[src/rtl/booth_radix4_mul.sv]
// Sequential radix-4 Booth multiplier: one Booth digit per clock, WIDTH/2+1 steps per product.
// Optional zero-operand shortcut enabled by defining BOOTH_ZERO_SKIP_EN.
module booth_radix4_mul #(
  parameter int WIDTH = 16
) (
  input  logic                 clk,
  input  logic                 rst_n,
  input  logic                 start,
  input  logic                 is_signed,
  input  logic [WIDTH-1:0]     a,
  input  logic [WIDTH-1:0]     b,
  output logic                 busy,
  output logic                 ready,
  output logic                 done,
  output logic [2*WIDTH-1:0]   result
);

  localparam int N  = WIDTH / 2 + 1;
  localparam int E  = WIDTH + 2;
  localparam int H  = E + 2;
  localparam int CW = $clog2(N + 1);

  typedef enum logic [1:0] {IDLE, RUN, DONE} state_t;

  state_t           state, state_nxt;
  logic [CW-1:0]    cnt;
  logic [E-1:0]     a_ext;
  logic [E-1:0]     mreg;
  logic [H-1:0]     acc_hi;
  logic             prev;

  logic             accept;
  logic             zero_op;
  logic             last;
  logic [H-1:0]     a_wide;
  logic [H-1:0]     pp;
  logic [H-1:0]     sum;
  logic [H-1:0]     hi_nxt;
  logic [E-1:0]     lo_nxt;
  logic [2*WIDTH-1:0] product;

  assign accept = start && (state == IDLE || state == DONE);
  assign last   = (state == RUN) && (cnt == CW'(1));

`ifdef BOOTH_ZERO_SKIP_EN
  assign zero_op = (a == '0) || (b == '0);
`else
  assign zero_op = 1'b0;
`endif

  always_ff @(posedge clk or negedge rst_n) begin
    if (!rst_n) state <= IDLE;
    else        state <= state_nxt;
  end

  always_comb begin
    state_nxt = state;
    case (state)
      IDLE, DONE: if (start) state_nxt = zero_op ? DONE : RUN;
      RUN:        if (cnt == CW'(1)) state_nxt = DONE;
      default:    state_nxt = IDLE;
    endcase
  end

  always_comb begin
    busy = (state == RUN);
  end

  // Booth digit {m1, m0, prev} selects 0, +/-A or +/-2A; the add is followed by an arithmetic shift by 2.
  always_comb begin
    a_wide = {{2{a_ext[E-1]}}, a_ext};
    pp     = '0;
    case ({mreg[1:0], prev})
      3'b001, 3'b010: pp = a_wide;
      3'b011:         pp = a_wide << 1;
      3'b100:         pp = -(a_wide << 1);
      3'b101, 3'b110: pp = -a_wide;
      default:        pp = '0;
    endcase
    sum     = acc_hi + pp;
    hi_nxt  = {{2{sum[H-1]}}, sum[H-1:2]};
    lo_nxt  = {sum[1:0], mreg[E-1:2]};
    product = {hi_nxt[2*WIDTH-E-1:0], lo_nxt};
  end

  always_ff @(posedge clk or negedge rst_n) begin
    if (!rst_n) begin
      cnt    <= '0;
      a_ext  <= '0;
      mreg   <= '0;
      acc_hi <= '0;
      prev   <= 1'b0;
      ready  <= 1'b0;
      done   <= 1'b0;
      result <= '0;
    end else begin
      done <= 1'b0;
      if (accept) begin
        if (zero_op) begin
          result <= '0;
          ready  <= 1'b1;
          done   <= 1'b1;
        end else begin
          a_ext  <= is_signed ? {{2{a[WIDTH-1]}}, a} : {2'b00, a};
          mreg   <= is_signed ? {{2{b[WIDTH-1]}}, b} : {2'b00, b};
          acc_hi <= '0;
          prev   <= 1'b0;
          cnt    <= CW'(N);
          ready  <= 1'b0;
        end
      end else if (state == RUN) begin
        acc_hi <= hi_nxt;
        mreg   <= lo_nxt;
        prev   <= mreg[1];
        cnt    <= cnt - CW'(1);
        if (last) begin
          result <= product;
          ready  <= 1'b1;
          done   <= 1'b1;
        end
      end
    end
  end

endmodule

[config.mk]
export PLATFORM = sky130hd
export DESIGN_NAME = booth_radix4_mul
export DESIGN_NICKNAME = d
export VERILOG_FILES = /design/src/rtl/booth_radix4_mul.sv
export SDC_FILE = /design/constraint.sdc
export NUM_CORES = 1
export LEC_CHECK = 0
export ABC_CLOCK_PERIOD_IN_PS = 4250
export CAP_MARGIN = 20
export CORE_MARGIN = 5
export CORE_UTILIZATION = 58
export DETAILED_ROUTE_END_ITERATION = 12
export DONT_BUFFER_PORTS = 1
export HOLD_SLACK_MARGIN = 0.05
export PLACE_DENSITY = 0.79
export REMOVE_ABC_BUFFERS = 1
export SYNTH_ARGS = -nofsm -noshare
export SYNTH_HDL_FRONTEND = slang
export SYNTH_SLANG_ARGS = --single-unit
[constraint.sdc]
create_clock -name clk -period 4.25 [get_ports clk]
set_clock_uncertainty 0.15 [all_clocks]
set_input_delay 0.425 -clock clk [delete_from_list [all_inputs] [get_ports clk]]
set_output_delay 0.425 -clock clk [all_outputs]
set_load 0.05 [all_outputs]
Word level (Yosys, flattened, before mapping):

Index checks and enable logic that the tools add are counted.
W data, S select, Z words.

* bits in registers: 97
* bits of input ports: 36
* output and inout port bits: 35
* word-level logic and storage cells: 57

* add/sub/neg operators: 4
* equality and inequality tests: 11
* muxes and demuxes: 20
* bitwise logic cells: 1
* reduce and logical (&&, ||, !) cells: 12

Operators with widths (number)
* $pmux W20 S4: 1
* $mux W18: 4
* $mux W20: 2
* $neg A20 Y20: 2
* $add A20 B20 Y20: 1
* $eq A3 B3 Y1 const B: 3
* $mux W1: 8
* $mux W4: 2
* $eq A3 B2 Y1 const B: 2
* $reduce_or A2 Y1: 3
* $eq A4 B1 Y1 const B: 1
* $mux W2: 2
* $pmux W2 S2: 1
* $reduce_and A2 Y1: 2
* $reduce_bool A2 Y1: 2
* $sub A4 B1 Y4 const B: 1
* $eq A3 B1 Y1 const B: 1
* $reduce_and A3 Y1: 1
* $eq A2 B1 Y1 const B: 1
* $eq A2 B2 Y1 const B: 1
* $logic_and A1 B1 Y1: 2
* $logic_not A2 Y1: 1
* $ne A2 B1 Y1 const B: 1
* $ne A2 B2 Y1 const B: 1
* other kinds (2): 2

Longest topological paths before layout:

* depth after elaboration: 6
* mapped depth: 19

Worst setup path before layout:

Ideal clock, no wire load.

* path kind: reg2reg
* from: register a_ext[0]
* to: register acc_hi[18]
* arrival: 4011 ps
* setup slack: 2 ps
* cell stages (with the launch flop): 20
* path buffers: 2
* period minus slack after synthesis: 4248 ps
* path through: dfrtp_1 > inv_1 > ha_1 > or3b_1 > buf_2 > or2_1 > clkbuf_2 > or4_4 > nand2_2 > xor2_2 > o21ai_1 > a221o_1 > ha_1 > nand2_1 > nor3_1 > o21ai_0 > and4b_1 > or3_1 > and2_1 > o211ai_1

* word-level cells in the longest chain between the ends: 5
* elaborated cells between the ends (all ways): 6
* those cells by class: add/sub: 3; mux: 3

Ends and longest elaborated chain
* start, declared: RTL line 27 `logic [E-1:0] a_ext;`
* start signal, assigned: RTL line 104 `a_ext <= is_signed ? {{2{a[WIDTH-1]}}, a} : {2'b00, a};`
* $neg A20 Y20, on equally long branches: RTL line 77, 76
* $pmux W20 S4 *: RTL line 73 `case ({mreg[1:0], prev})`
* $add A20 B20 Y20 *: RTL line 80 `sum = acc_hi + pp;`
* $mux W20 *: RTL line 111 `end else if (state == RUN) begin`
* $mux W20 *: RTL line 98 `if (accept) begin`
* end signal, assigned: RTL line 112 `acc_hi <= hi_nxt;`
* end, declared: RTL line 29 `logic [H-1:0] acc_hi;`

Mark *: on every way between the ends. The rest lies on a longest branch, timed or not. The select of a mux whose other input is x is not followed.
A chain may end at the register's enable or synchronous reset.

Worst setup path in the final report:

Ends and elaborated chain as after synthesis.

==> results.cfg <==
[setup_path]
worstPathArrival_ns = 4.28
r2r_slack_ns = 0.10
slowest_stage = or4_4
crit_type = register to register
reg2reg_depth = 17
cp_max_fo = 3
regToRegEndpoint = acc_hi[18]
worstPathRequired_ns = 4.38
crit_chain = inv_2 > ha_4 > or3b_4 > or2_4 > or4_4 > nand2_4 > xor2_2 > o21ai_1 > a221o_1 > ha_4 > nand2_2 > nor3_2 > o21ai_2 > and4b_1 > or3_1 > and2_1 > o211ai_1
path_common_cell = ha_4
cpPeakStageDelay_ns = 0.46
r2r-start = a_ext[0]
crit_path_end_kind = register
critPathLaunchType = register

[timing]
fin_crit_ns = 4.150
setup_violations = 0
tightest_slew_ns = 0.8281
rsz0062_at_grt = true
report.final.hold_viol_count = 0
final_max_slew_viol_count = 0
slew-limit-headroom_pct = 44.79
max_freq_ghz = 0.2410
fin_crit_sh_pct = 97.64

[min_path]
hp-class = primary input to register
worst_hold_startpoint = b[0]
hold_depth = 2
whs_endpoint = mreg[0]

[clocking]
cts_buffers = 9
cts.clk_slew.worst_paths_ns = 0.10
cts_tree = done
cts-root-buf = clkbuf_8
clk-insertion-delay-late_ns = 0.37
cts.path.max_buffers = 2
cts.sinks = 94
htreeDepth = 3

[status]
outcome = finished clean

[floorplan]
start_util_pct = 59.70
die_area_sq_um = 11610
coreArea_sq_um = 9284
row_count = 35
die_h_um = 107.8
die_x_um = 107.8
ios = 71

[global_route]
grt_max_degree = 95
grt_overflow = 0
grt_pass1_vias = 5054
grt_antenna_before_repair = 1
grt_util_all_layers_pct = 26.58
grt_pass1_wl_mm = 24.67

[detailed_routing]
via_per_inst = 5.921
drc = 0
finalWirelength_mm = 14.82
wire_per_inst_um = 17.53
drtPass1Iterations = 5
vias = 5003
drt_iter0_drc = 401
drtAntennaViolNets = 0

[synthesis]
ys_ff_latch = 94
async_reset_ff_share_pct = 100.0
synthTopCellsByCount = nand2_1, dfrtp_1, o21ai_0
yosysMostFrequentCell = nand2_1
ys_top_cells_by_area = dfrtp_1, nand2_1, ha_1
synth_top_area_share_pct = 42.44
seq_area_frac_synth_pct = 42.44
syn_inst = 648
synth_edf_count = 0
syn_area_sq_um = 5543
synth_largest_area_cell = dfrtp_1
ys.flop_type = dfrtp_1
yosysUniqueCellTypes = 58
syn_area_per_cell_sq_um = 8.554
ys_warn_count = 0

[final_layout]
area.growth.synth_to_final_pct = 18.94
fillers = 733
fin_util_pct = 71.01
nets = 769
seq_area_sq_um = 2352
final_layout_size_suffix_gt1_share_pct = 14.83
fin_area_sq_um = 6593
multiInputGateArea_sq_um = 3070

[place]
port_buffers = 0
dpl-instance-area_sq_um = 5949
place_hpwl_mm = 10.32
place_congestion = 0.9427

[flow_run]
cap_violations = 0
## metrics by stage
stage / hold WS (ns) / instances / setup WS [ns] / TNS [ns]
final: 0.07115 / 845 / 0.1003 / 0
after global placement: -0.01776 / 792 / 0.1500 / 0
after CTS: 0.06198 / 841 / 0.02729 / 0
after detailed placement: -0.01769 / 792 / -0.006954 / -0.007696
after floorplan: -0.02059 / 612 / 0.06874 / 0
after global routing: 0.07303 / 845 / -0.1003 / -0.1003
## per-layer routing
layer	track usage, %	share of wire, %	wire (um)	vias to the layer above
met3	6.419	5.9	875	34
li1	-	-	-	2392
met4	8.115	2.3	339	0
met1	33.84	43	6376	2395
met2	44.76	49	7224	182
met5	0	0	0	-
## worst max-delay path, delay by kind of cell (launching register included)
family                     cells  cell delay (ns)
and+or+nand+nor                9             2.15
AOI/OAI and AO/OA              4             0.68
adders and majority gates      2             0.42
DFF                            1             0.41
xor gates and xnor gates       1             0.16
buffers and inverters          1             0.09
## sequential cells by signal (all words and copies together) (netlist names)
| signal | count |
|---|---|
| a_ext | 17 |
| ready | 1 |
| state | 2 |
| mreg | 18 |
| cnt | 4 |
| done | 1 |
| prev | 1 |
| result | 32 |
| acc_hi | 18 |
## layout by cell type, fill, tap and decap left out, drive strengths merged, types with 9 or more instances in the layout
master / instances
clkbuf: 9
a21oi: 19
nand3: 9
nor3: 9
a22o: 12
mux2: 13
xor2: 14
nor2: 39
buf: 55
inv: 16
ha: 22
dfrtp: 94
xnor2: 18
a22oi: 24
o21ai: 46
dlygate4sd3: 32
nand2: 183
## cells by family (layout without fill, tap and decap cells)
logic type | count (synthesis) | after routing | synth area share [%]
other | 0 | 1 | 0
adders and majority gates | 23 | 23 | 5.327
muxes | 18 | 18 | 3.544
buffers and inverters | 49 | 116 | 3.453
AOI/OAI and AO/OA | 161 | 161 | 19.35
DFF | 94 | 94 | 42.44
xor gates and xnor gates | 32 | 32 | 5.192
and+or+nand+nor | 271 | 271 | 20.70
## timing repair
item,in CTS,in global routing
cloned,0,0
buffers inserted,0,2
endpoints found under the hold margin,125,0
setup endpoints to repair,2,10
hold buffers,33,0
pin swaps,0,1
resized for setup,1,17
## cell type report
type	instances	area share, %
Antenna cell	1	0.03796
Clock buffer	9	1.879
Clock inverter	7	1.101
Inverter	13	0.7402
Multi-Input combinational cell	505	46.57
Sequential cell	94	35.68
Tap cell	129	2.448
Timing Repair Buffer	87	11.54
## how the worst max path moves through the flow
stage	startpoint	end	slack (ns)	depth (start not counted)
detailed placement	a_ext[0]	result[31]	-0.007	17
global route	a_ext[1]	acc_hi[18]	-0.10	17
floorplan	a_ext[0]	acc_hi[18]	0.07	17
global placement	a_ext[0]	result[31]	0.15	17
CTS	a_ext[0]	acc_hi[18]	0.03	17
finish	a_ext[0]	acc_hi[18]	0.10	17
Power is left out: the tool's default activity adds up to more than one toggle a clock period on the data nets, which glitch-free logic cannot reach.
